`config.mk`:
```
export PLATFORM = sky130hd
export DESIGN_NAME = gf180mcu_fd_sc_mcu9t5v0__invz_busarb
export DESIGN_NICKNAME = d
export VERILOG_FILES = /design/src/rtl/gf180mcu_fd_sc_mcu9t5v0__busarb_pkg.sv /design/src/rtl/gf180mcu_fd_sc_mcu9t5v0__rr_pick.sv /design/src/rtl/gf180mcu_fd_sc_mcu9t5v0__invz_busarb.sv
export SDC_FILE = /design/constraint.sdc
export NUM_CORES = 1
export LEC_CHECK = 0
export CAP_MARGIN = 20
export CORE_MARGIN = 2
export CORE_UTILIZATION = 46
export CTS_BUF_LIST = sky130_fd_sc_hd__clkbuf_8
export DETAILED_ROUTE_END_ITERATION = 10
export GPL_TIMING_DRIVEN = 0
export PLACE_DENSITY = 0.76
export SLEW_MARGIN = 40
export SYNTH_ARGS = -nofsm -noshare
export SYNTH_HDL_FRONTEND = slang
export SYNTH_SLANG_ARGS = --single-unit
```
`constraint.sdc`:
```
create_clock -name CLK -period 1.78 [get_ports CLK]
set_input_delay 0.356 -clock CLK [delete_from_list [all_inputs] [get_ports CLK]]
set_output_delay 0.356 -clock CLK [all_outputs]
set_load 0.01 [all_outputs]
```
`src/rtl/gf180mcu_fd_sc_mcu9t5v0__busarb_pkg.sv`:
```
// Shared types and defaults for the tri-state bus arbiter.
// State encoding plus default parameter constants.
package gf180mcu_fd_sc_mcu9t5v0__busarb_pkg;

   localparam int N_DEF        = 4;
   localparam int TURN_CYC_DEF = 1;
   localparam int MAX_HOLD_DEF = 16;

   typedef enum logic [1:0] {
      ST_IDLE  = 2'd0,
      ST_DRIVE = 2'd1,
      ST_TURN  = 2'd2
   } state_t;

endpackage

```
`src/rtl/gf180mcu_fd_sc_mcu9t5v0__rr_pick.sv`:
```
// Combinational round-robin picker: first set request
// at or after the start index, wrapping modulo N.
module gf180mcu_fd_sc_mcu9t5v0__rr_pick
   import gf180mcu_fd_sc_mcu9t5v0__busarb_pkg::*;
#(
   parameter int N = N_DEF,
   parameter int W = (N > 1) ? $clog2(N) : 1
) (
   input  logic [N-1:0] req,
   input  logic [W-1:0] start,
   output logic         valid,
   output logic [W-1:0] idx
);

   int j;

   // Scan from the far end back to start so the nearest hit wins.
   always_comb begin
      valid = 1'b0;
      idx   = '0;
      j     = 0;
      for (int k = N - 1; k >= 0; k--) begin
         j = int'(start) + k;
         if (j >= N) j = j - N;
         if (req[j]) begin
            valid = 1'b1;
            idx   = W'(j);
         end
      end
   end

endmodule

```
`src/rtl/gf180mcu_fd_sc_mcu9t5v0__invz_busarb.sv`:
```
// Arbiter for N tri-state inverters sharing one net with keeper.
// Optional forced release: GF180MCU_FD_SC_MCU9T5V0__INVZ_BUSARB_TIMEOUT_EN.
module gf180mcu_fd_sc_mcu9t5v0__invz_busarb
   import gf180mcu_fd_sc_mcu9t5v0__busarb_pkg::*;
#(
   parameter int N        = N_DEF,
   parameter int TURN_CYC = TURN_CYC_DEF,
   parameter int MAX_HOLD = MAX_HOLD_DEF,
   localparam int W       = (N > 1) ? $clog2(N) : 1
) (
   input  logic         CLK,
   input  logic         RST,
   input  logic [N-1:0] REQ,
   output logic [N-1:0] EN,
   output logic         KEEP,
   output logic [W-1:0] OWNER
);

   localparam logic [N-1:0] ONE     = N'(1);
   localparam logic [2:0]   TC_LAST = 3'(TURN_CYC - 1);

   if (TURN_CYC < 1 || TURN_CYC > 7) begin : g_bad_turn
      $error("TURN_CYC must be within 1..7");
   end
   if (MAX_HOLD < 2 || MAX_HOLD > 255) begin : g_bad_hold
      $error("MAX_HOLD must be within 2..255");
   end

   state_t         state;
   logic [N-1:0]   en_q;
   logic           keep_q;
   logic [W-1:0]   owner_q;
   logic [2:0]     turn_cnt;
   logic [W-1:0]   start;
   logic           pick_valid;
   logic [W-1:0]   pick_idx;
   logic           grant_ok;
   logic           release_bus;

   // Search begins one past the current/last owner.
   always_comb begin
      start = (owner_q == W'(N - 1)) ? '0 : owner_q + W'(1);
   end

   gf180mcu_fd_sc_mcu9t5v0__rr_pick #(
      .N (N),
      .W (W)
   ) u_pick (
      .req   (REQ),
      .start (start),
      .valid (pick_valid),
      .idx   (pick_idx)
   );

   assign grant_ok = pick_valid &&
                     (state == ST_IDLE ||
                      (state == ST_TURN && turn_cnt == TC_LAST));

`ifdef GF180MCU_FD_SC_MCU9T5V0__INVZ_BUSARB_TIMEOUT_EN
   logic [7:0] hold_cnt;
   logic       others;

   assign others      = |(REQ & ~(ONE << owner_q));
   assign release_bus = !REQ[owner_q] ||
                        (hold_cnt >= 8'(MAX_HOLD) && others);
`else
   assign release_bus = !REQ[owner_q];
`endif

   // Bus ownership FSM; EN/KEEP/OWNER are all registered here.
   always_ff @(posedge CLK) begin
      if (RST) begin
         state    <= ST_IDLE;
         en_q     <= '0;
         keep_q   <= 1'b1;
         owner_q  <= W'(N - 1);
         turn_cnt <= '0;
`ifdef GF180MCU_FD_SC_MCU9T5V0__INVZ_BUSARB_TIMEOUT_EN
         hold_cnt <= '0;
`endif
      end else if (grant_ok) begin
         state   <= ST_DRIVE;
         en_q    <= ONE << pick_idx;
         keep_q  <= 1'b0;
         owner_q <= pick_idx;
`ifdef GF180MCU_FD_SC_MCU9T5V0__INVZ_BUSARB_TIMEOUT_EN
         hold_cnt <= 8'd1;
`endif
      end else begin
         unique case (state)
            ST_IDLE: ;
            ST_DRIVE: begin
               if (release_bus) begin
                  state    <= ST_TURN;
                  en_q     <= '0;
                  keep_q   <= 1'b1;
                  turn_cnt <= '0;
               end
`ifdef GF180MCU_FD_SC_MCU9T5V0__INVZ_BUSARB_TIMEOUT_EN
               else if (hold_cnt < 8'(MAX_HOLD)) begin
                  hold_cnt <= hold_cnt + 8'd1;
               end
`endif
            end
            ST_TURN: begin
               if (turn_cnt == TC_LAST) state <= ST_IDLE;
               else turn_cnt <= turn_cnt + 3'd1;
            end
            default: state <= ST_IDLE;
         endcase
      end
   end

   assign EN    = en_q;
   assign KEEP  = keep_q;
   assign OWNER = owner_q;

endmodule
```
==> qor.log <==
[cells_and_area] most common cell after layout, fill and taps aside dfxtp_1
[place] cell total after placement 92
[route] DR iter-0 viols 13
[synth] number of instances in the synthesized netlist 66
[clock_tree] deepest clock path buffer count 2
[cells_and_area] Register Area 244 um^2
[synth] post-synthesis net count 75
[global_routing] global routing usage summed across all routing layers 22.0%
[synth] portion of synthesized cell area occupied by the leading cell type 38.1%
[sta] worst-case headroom to the max-slew limit 72.3%
[clock_tree] clock buffer count from CTS 3
[worst_setup_path] critical path endpoint category register
[synth] post-synthesis share of cell area spent on xor and xnor gates 2.78%
[global_routing] aggregate global routing overflow 0
[floorplan] floorplan die area 1680 um^2
[synth] leading cell types by total area after synthesis dfxtp_1 (38%), ha_1 (6.0%), and4_4 (3.6%)
[cells_and_area] layout cells sized above 1 19.0%
[synth] post-synthesis sequential element count 12
[route] DR WL/cell 15.1 um
[sta] Max Slew Vio Count 0
[synth] sequential share of the synthesized area 38.1%
[worst_setup_path] largest driver fanout on the critical path 5
[worst_setup_path] register-to-register path setup slack 0.01 ns
[clock_tree] clock root cell clkbuf_8
[route] number of vias per cell after detailed routing 5.82
[worst_setup_path] signal arrival time at the worst endpoint 1.90 ns
[clock_tree] clock edge transition at the registers on the reported setup and hold paths 0.06 ns
[synth] simple logic cell fraction of the synthesized area 24.2%
[clock_tree] CTS H-tree lvls 1
[cells_and_area] final design area excluding fillers 848 um^2
[sta] slew at the pin with the worst max-slew slack 0.414 ns
[sta] final clock period utilization by the worst path 99.2%
[route] via count 576
[global_routing] via count of the first global-routing pass 520
[place] HPWL after DPL 1.03 mm
[worst_setup_path] Worst Setup Path Type reg -> reg
[global_routing] antenna violations before repair 0
[power_and_ir_drop] VDD IR max 725 uV
[power_and_ir_drop] Static Leak 0.333 nW
[floorplan] die boundary height 41.0 um
[global_routing] largest net degree at the start of global routing 11
[sta] unrepaired setup endpoints after global routing yes
[synth] multiplexer share of the synthesized area 3.57%
[place] routability congestion estimate from global placement 0.856
[route] router iterations before antenna repair 4
[route] Total Routed Length 1.49 mm
[sta] Final Hold Violating Endpoints 0
[synth] main combinational cell family by area after synthesis simple AND/OR/NAND/NOR gates
[floorplan] area of the placeable core 1280 um^2
[worst_setup_path] Startpoint Class register
[global_routing] first-pass GRT wire length 2.32 mm
[cells_and_area] commonest cells after routing, fill and taps aside dfxtp_1 (11), clkdlybuf4s50_1 (7), nand2_1 (4), clkbuf_8 (4)
[clock_tree] TritonCTS clock tree yes
[run] max-cap check violation count 0
[cells_and_area] Area growth, synth to finish 34.5%
[sta] total setup violations reported at the end of the flow 0
[route] Residual DRC 0
[sta] Final Critical Period 1.77 ns
[cells_and_area] utilization after layout 66.0%
[synth] synthesized-area fraction occupied by ao, oa, aoi and oai cells 22.4%
[cells_and_area] total inserted antenna cells 0
[synth] number of unique standard cell types used by synthesis 34
[synth] synth warn 0
[cells_and_area] Fill cells 112
[sta] Peak Freq 0.566 GHz
[floorplan] overall die width 41.0 um
[worst_setup_path] required time at the endpoint of the critical path 1.92 ns
[synth] cell type with the highest aggregate area in the netlist dfxtp_1
[clock_tree] source-to-sink clock delay at the later pin of the worst-skew pair 0.24 ns
[clock_tree] number of hold buffers added after cts 0
[cells_and_area] area of the multi-input gates 384 um^2
[place] Post-DP Area 763 um^2
[synth] Synth Area per Inst 9.55 um^2
[floorplan] effective utilization at floorplan 49.1%
[cells_and_area] Final #Nets 94
[power_and_ir_drop] total power of the final layout 0.000901 W
[clock_tree] Sinks on Clock Net 12
[status] run status finished, final reports clean
[floorplan] I/O Pins 13
[floorplan] number of cell rows 13
[route] Detail Route Antenna Nets 0
[hold_path] Hold/Removal Path Class in -> reg
[power_and_ir_drop] power density normalized to cell area 1060 nW/um^2
[place] buffers added on ports 11
[synth] share of synthesized cell area in full adder, half adder and majority cells 5.95%
[synth] Netlist Area Pre-Place 631 um^2
[sta] Final Skew 0.00160 ns
[cells_and_area] non-filler instance count after layout 99
[registers in the layout (all words and copies together) (netlist names)]
| register | cells |
|---|---|
| state | 2 |
| turn_cnt | 3 |
| OWNER | 2 |
| KEEP | 1 |
| EN | 4 |
[area by class of cell]
type / instances / share of cell area, %
Buffer: 2 / 1.03
Inverter: 3 / 1.33
Timing Repair Buffer: 14 / 14.9
Clock buffer: 4 / 6.49
Sequential cell: 12 / 28.8
Multi-Input combinational cell: 49 / 45.3
Tap cell: 15 / 2.21
[stage by stage]
stage	worst slack, ns	TNS [ns]	hold WS, ns
after floorplan	0.0171	0	0.489
final	0.0139	0	0.482
after global placement	-0.508	-3.45	0.463
after global routing	-0.0400	-0.137	0.511
after detailed placement	-0.537	-3.73	0.470
after CTS	-0.0353	-0.0353	0.490
[timing repair]
action / 4_1_cts / 5_1_grt
setup endpoints to repair: 7 / 7
gates cloned: 0 / 0
resized for setup: 8 / 6
setup buffers: 3 / 0
pin swaps: 3 / 1
[report_power, final]
| part | internal (W) | leakage [nW] | switching (W) |
|---|---|---|---|
| clock | 0.000196 | 0.0288 | 0.000109 |
| sequential | 0.000298 | 0.0987 | 0.0000270 |
| combinational | 0.000144 | 0.205 | 0.000128 |
| total | 0.000638 | 0.333 | 0.000263 |
[critical path: stages, from the launching register on]
cell and delay (ns):
dfxtp_4 0.38, mux4_2 0.51, or3b_4 0.43, and4_4 0.16, a31o_1 0.18
[per-layer routing]
layer  global-route usage [%]  routed length, um  up-vias
met4                     10.0                 19        0
met5                        0                  0        -
met3                     4.89                 40        4
met1                     26.2                707      268
li1                         -                  -      297
met2                     37.1                723        7
[synth_stat cells]
library cell / instances
xor2_1: 1
and4b_1: 1
o21bai_1: 1
or2_1: 1
a21oi_1: 3
nor3_1: 2
and4_4: 2
nand3b_1: 1
a31o_1: 2
nand2_1: 4
dfxtp_1: 12
nand3_1: 1
nor2_1: 2
xnor2_1: 1
o211ai_1: 2
a311oi_1: 1
nor2b_1: 1
nor4_1: 2
inv_1: 3
o21ai_0: 2
o2bb2ai_1: 1
a31oi_1: 1
clkbuf_1: 1
nor3b_1: 1
ha_1: 3
a311o_1: 1
nand4_1: 2
a21boi_0: 1
mux4_2: 1
nand2b_1: 3
buf_1: 1
a211o_1: 2
or3b_4: 1
o41ai_1: 2
[worst paths after layout]
check / start / endpoint / cells past startpoint
max: OWNER[0]$_SDFFE_PP1P_ / EN[0]$_SDFFE_PP0P_ / 4
min: RST / turn_cnt[1]$_SDFFE_PP0P_ / 2
max reg2reg: OWNER[0]$_SDFFE_PP1P_ / EN[0]$_SDFFE_PP0P_ / 4
min reg2reg: EN[3]$_SDFFE_PP0P_ / EN[3]$_SDFFE_PP0P_ / 2
[cell families (layout without fill, tap and decap cells)]
| group | after synthesis | after routing |
|---|---|---|
| buffers and inverters | 5 | 23 |
| XOR/XNOR | 2 | 2 |
| multiplexers | 1 | 1 |
| adder cells (fa/ha/maj) | 3 | 3 |
| AND/OR/NAND/NOR | 24 | 24 |
| AO/OA/AOI/OAI | 19 | 19 |
| flip-flops | 12 | 12 |
No activity file was read; power rests on OpenSTA's default activity.
